`config.mk`:
```
export PLATFORM = sky130hd
export DESIGN_NAME = pixel_stream_buffer
export DESIGN_NICKNAME = d
export VERILOG_FILES = /design/src/rtl/pixel_stream_buffer.sv
export SDC_FILE = /design/constraint.sdc
export NUM_CORES = 1
export LEC_CHECK = 0
export BUFFER_PORTS_ARGS = -buffer_cell sky130_fd_sc_hd__buf_2
export CAP_MARGIN = 0
export CELL_PAD_IN_SITES_DETAIL_PLACEMENT = 0
export CELL_PAD_IN_SITES_GLOBAL_PLACEMENT = 1
export CORE_MARGIN = 5
export CORE_UTILIZATION = 35
export CTS_BUF_LIST = sky130_fd_sc_hd__clkbuf_4 sky130_fd_sc_hd__clkbuf_8
export CTS_CLUSTER_DIAMETER = 30
export DETAILED_ROUTE_END_ITERATION = 7
export MAX_ROUTING_LAYER = met4
export PLACE_DENSITY_LB_ADDON = 0.1
export SLEW_MARGIN = 0
export SYNTH_ARGS = -nofsm -noshare
export SYNTH_HDL_FRONTEND = slang
export SYNTH_SLANG_ARGS = --single-unit
```
`constraint.sdc`:
```
create_clock -name clock -period 3.25 [get_ports clock]
set_input_delay 0.65 -clock clock [delete_from_list [all_inputs] [get_ports clock]]
set_output_delay 0.65 -clock clock [all_outputs]
set_load 0.1 [all_outputs]
```
`src/rtl/pixel_stream_buffer.sv`:
```
// rtl/pixel_stream_buffer.sv - credit-driven elastic palette stage between solver read port and video sink
//
// Purpose: issues fetch credits upstream, maps each 4-bit iteration value through a
// writable 16-entry RGB565 palette and buffers the result in a DEPTH-entry FIFO so
// sink backpressure never loses pixels. Output beats carry start/end-of-packet flags.
//
// Ports:
//   clock, reset_n          system clock, asynchronous active-low reset
//   fetch_en                credit to the pixel iterator (one pixel may be issued)
//   in_valid/start/end/data pixel beat, LATENCY cycles after its fetch_en cycle
//   pal_we/addr/wdata       palette write port
//   out_ready               sink ready
//   out_valid/start/end/data FIFO head beat
//   overflow                sticky flag: a beat was dropped on a full FIFO
//   frame_count             completed output frames, wraps
module pixel_stream_buffer #(
  parameter int LATENCY = 2,
  parameter int DEPTH   = 8
) (
  input  logic        clock,
  input  logic        reset_n,
  output logic        fetch_en,
  input  logic        in_valid,
  input  logic        in_start,
  input  logic        in_end,
  input  logic [3:0]  in_data,
  input  logic        pal_we,
  input  logic [3:0]  pal_addr,
  input  logic [15:0] pal_wdata,
  input  logic        out_ready,
  output logic        out_valid,
  output logic        out_start,
  output logic        out_end,
  output logic [15:0] out_data,
  output logic        overflow,
  output logic [15:0] frame_count
);

  localparam int AW = $clog2(DEPTH);

  localparam logic [15:0] PAL_INIT [16] = '{
    16'h0000, 16'h0100, 16'h0200, 16'h0300, 16'h0400, 16'h0500, 16'h0600, 16'h0708,
    16'h0710, 16'h0618, 16'h0518, 16'h0418, 16'h0318, 16'h0218, 16'h0118, 16'h0018
  };

  typedef enum logic {SYNC = 1'b0, RUN = 1'b1} state_t;

  state_t             state;
  logic               arm;
  logic [LATENCY-1:0] issued;
  logic [AW:0]        occ;
  logic [AW:0]        inflight;
  logic [AW-1:0]      wr_ptr;
  logic [AW-1:0]      rd_ptr;
  logic [17:0]        mem [DEPTH];
  logic [15:0]        palette [16];
  logic [17:0]        head;
  logic               push_req;
  logic               pop;
  logic               push;

  // Credits still travelling through the iterator/solver pipeline.
  always_comb begin
    inflight = '0;
    for (int i = 0; i < LATENCY; i++) begin
      inflight = inflight + (AW+1)'(issued[i]);
    end
  end

  // Never promise more beats than the FIFO can hold once the pipeline drains.
  assign fetch_en = arm & ((occ + inflight) < (AW+1)'(DEPTH));

  assign push_req = in_valid & ((state == RUN) | in_start);
  assign pop      = out_valid & out_ready;
  // A simultaneous pop frees a slot, so a full FIFO still accepts the beat.
  assign push     = push_req & ((occ < (AW+1)'(DEPTH)) | pop);

  assign head      = mem[rd_ptr];
  assign out_valid = (occ != '0);
  // Gating keeps outputs at zero while empty (including straight after reset).
  assign out_start = out_valid & head[17];
  assign out_end   = out_valid & head[16];
  assign out_data  = out_valid ? head[15:0] : 16'h0000;

  always_ff @(posedge clock or negedge reset_n) begin
    if (!reset_n) begin
      state       <= SYNC;
      arm         <= 1'b0;
      issued      <= '0;
      occ         <= '0;
      wr_ptr      <= '0;
      rd_ptr      <= '0;
      overflow    <= 1'b0;
      frame_count <= 16'h0000;
      for (int i = 0; i < 16; i++) begin
        palette[i] <= PAL_INIT[i];
      end
    end else begin
      arm    <= 1'b1;
      issued <= (issued << 1) | LATENCY'(fetch_en);

      if ((state == SYNC) && in_valid && in_start) begin
        state <= RUN;
      end

      if (push) begin
        wr_ptr <= wr_ptr + AW'(1);
      end
      if (pop) begin
        rd_ptr <= rd_ptr + AW'(1);
      end
      case ({push, pop})
        2'b10:   occ <= occ + (AW+1)'(1);
        2'b01:   occ <= occ - (AW+1)'(1);
        default: occ <= occ;
      endcase

      if (push_req && !push) begin
        overflow <= 1'b1;
      end
      if (pop && out_end) begin
        frame_count <= frame_count + 16'd1;
      end

      // The push above already read the old entry combinationally this cycle.
      if (pal_we) begin
        palette[pal_addr] <= pal_wdata;
      end
    end
  end

  // Storage needs no reset: occupancy alone decides what is valid.
  always_ff @(posedge clock) begin
    if (push) begin
      mem[wr_ptr] <= {in_start, in_end, palette[in_data]};
    end
  end

endmodule

```
==> impl_results.md <==
* Required time worst endpoint at 2.60 ns
* Antenna Nets Post-Route at 0
* Synth Area per Inst at 17.7 µm²
* Initial antenna violation count at 3
* Fin. max-slew vios at 0
* Layout area overhead at 23.8%
* Mapped Area at 18600 µm²
* GP Congestion at 0.706
* CTS tree: built
* Layout cells sized above 1 at 0.567
* DRT Pass-1 Iters at 4
* Critical path launch point: rd_ptr[0]
* Worst EP arrival at 2.44 ns
* Largest net degree at the start of global routing at 105
* Clock-pin slew on the worst setup and hold paths at 0.05 ns
* Post-Syn Instances at 1051
* Share of the synthesized area in the top cell type at 0.332
* Sink Count at 431
* Dpl cells at 1786
* Layout Cells excl Fill at 2000
* Area used by multi-input combinational logic at 6740 µm²
* Clk Tree Root Cell: clkbuf_8
* WHS at 0.223 ns
* Synth area leaders: dfrtp_1 (33%), edfxtp_1 (23%), mux2_2 (16%)
* Leakage at 9.21 nW
* Max Root-Sink Buffers at 3
* Yosys Warn Count at 0
* Total track usage at 0.169
* Slew HR at 0.451
* Status: completed
* Sequential fraction of the synthesis area at 0.622
* Initial DRC count at 411
* Drt via density at 5.00
* Final worst-path cycle share at 0.952
* Top post-synthesis cells by count: mux2_2 (256), dfrtp_1 (247), edfxtp_1 (144), mux4_2 (100)
* Core Box Area at 52600 µm²
* FILL cells at 4727
* First-pass GRT wire length at 71300 µm
* Vias in the first global route at 11300
* HP Start: in_valid
* RSZ-0062 raised after global routing: false
* Die height at 240 µm
* Final #Nets at 1251
* Endpoints failing setup at 0
* Hold Vio Cnt, Final at 0
* Post-synth ARST share at 0.666
* Routed WL at 45900 µm
* Overflow after GRT at 0
* Via count at 10000
* Post-synth EDFFs at 144
* Flops & latches, synth at 431
* Top_reg_cell synth: dfrtp_1
* Drt drc at 0
* Peak supply drop at 0.000617 V
* Final core occ at 0.438
* Dpl hpwl at 27800 µm
* Synth area leader: dfrtp_1
* Number of buffers created by CTS at 110
* Worst setup EP type: output port
* F_max at 0.323 GHz
* IO Port Bufs at 67
* Clk Latency, worst-skew pair at 0.67 ns
* Starting Density at 0.354
* Crit path time final at 3.09 ns
* Setup TNS Final at 0 ns
* Clock skew at 0.0234 ns
* Finished Cell Area at 23000 µm²
* PwrDens at 951 nW/µm²
* Max Cap Viol at 0
* Die W at 240 µm
* WS Path Type: reg2out
* Most frequent cell after synthesis: mux2_2
* CP max FO at 14
* Crit start category: flip-flop
* Unique cell type count in the Yosys netlist at 44
* Syn_nets at 1089
* Sequential cell area at 11600 µm²
* FP Rows at 84
* Reg2reg start: occ[0]
* Die ar. at 57800 µm²
* Worst slew pin tran at 0.821 ns
* Hold WC Path Type: in2reg
* H-tree depth at 3
* Dpl cell area at 20300 µm²
* Wire per inst at 22.9 µm
* # IOs at 68
## where the power goes
group | total (mW) | internal [mW] | switching [mW]
Clock | 7.80 | 5.12 | 2.68
Sequential | 7.57 | 6.98 | 0.594
Combinational | 6.53 | 2.74 | 3.79
## state kept, by name, summed over array words and instances, names as in the netlist
name	flops
palette	256
mem	144
frame_count	16
occ	4
rd_ptr	3
wr_ptr	3
issued	2
arm	1
overflow	1
state	1
## critical path, stage by stage, from the launching register on
cell     delay (ns)
dfrtp_2        0.46
buf_12         0.20
mux4_2         0.51
mux2i_1        0.29
nor2_1         0.12
buf_12         0.18
## cells in the final DEF, fill, tap and decap left out, drive strengths merged, types with 21 or more instances in the layout
| cell | synthesis | final |
|---|---|---|
| mux2 | 259 | 259 |
| edfxtp | 144 | 144 |
| mux2i | 22 | 22 |
| buf | 43 | 118 |
| clkbuf | 26 | 150 |
| dfrtp | 247 | 247 |
| nand2 | 21 | 21 |
| dfstp | 40 | 40 |
| clkinv | 0 | 32 |
| mux4 | 114 | 114 |
| nor2 | 40 | 40 |
## worst paths after layout
| kind | endpoint | cells after the start | slack (ns) |
|---|---|---|---|
| setup / recovery | out_data[11] | 5 | 0.16 |
| hold / removal | state | 2 | 0.22 |
| setup reg to reg | occ[2] | 11 | 0.58 |
| hold reg to reg | issued[1] | 0 | 0.38 |
| max in group asynchronous | palette[236] | 3 | 1.96 |
| min in group asynchronous | frame_count[14] | 2 | 0.43 |
## routing by layer
metal	global-route usage	vias up	routed length [µm]
met5	-	-	0
met4	0.0523	0	952
met3	0.0391	80	1780
met2	0.279	162	23300
met1	0.209	5365	19900
li1	-	4396	-
## layout make-up
| type | count | share of cell area |
|---|---|---|
| Inverter | 3 | 0.000489 |
| Clock buffer | 150 | 0.0837 |
| Timing Repair Buffer | 119 | 0.0526 |
| Antenna cell | 3 | 0.000326 |
| Multi-Input combinational cell | 548 | 0.293 |
| Clock inverter | 58 | 0.0310 |
| Sequential cell | 431 | 0.502 |
| Tap cell | 688 | 0.0374 |
## through the flow
stage,setup WS (ns),total power [mW]
floorplan,0.0177,12.0
global route,0.0334,23.0
CTS,0.0692,22.3
finish,0.157,21.9
detailed placement,0.572,14.3
global placement,0.529,14.2
## timing repair
| item | in CTS | in global routing |
|---|---|---|
| hold buffers | 1 | 0 |
| endpoints found under the setup margin | 8 | 1 |
| buffers inserted | 2 | 0 |
| hold endpoints to repair | 24 | 0 |
| resized for setup | 0 | 1 |
## cell families (layout without fill, tap and decap cells)
logic type | after synthesis | in the layout | synth area share
simple gates | 114 | 114 | 0.0311
xor+xnor | 24 | 24 | 0.0113
other cells | 1 | 4 | 0.000202
fa+ha+maj | 7 | 7 | 0.00471
compound gates | 7 | 7 | 0.00222
mux | 395 | 395 | 0.310
flops | 431 | 431 | 0.622
buf+inv | 72 | 330 | 0.0194
(Power assumes the default switching activity.)
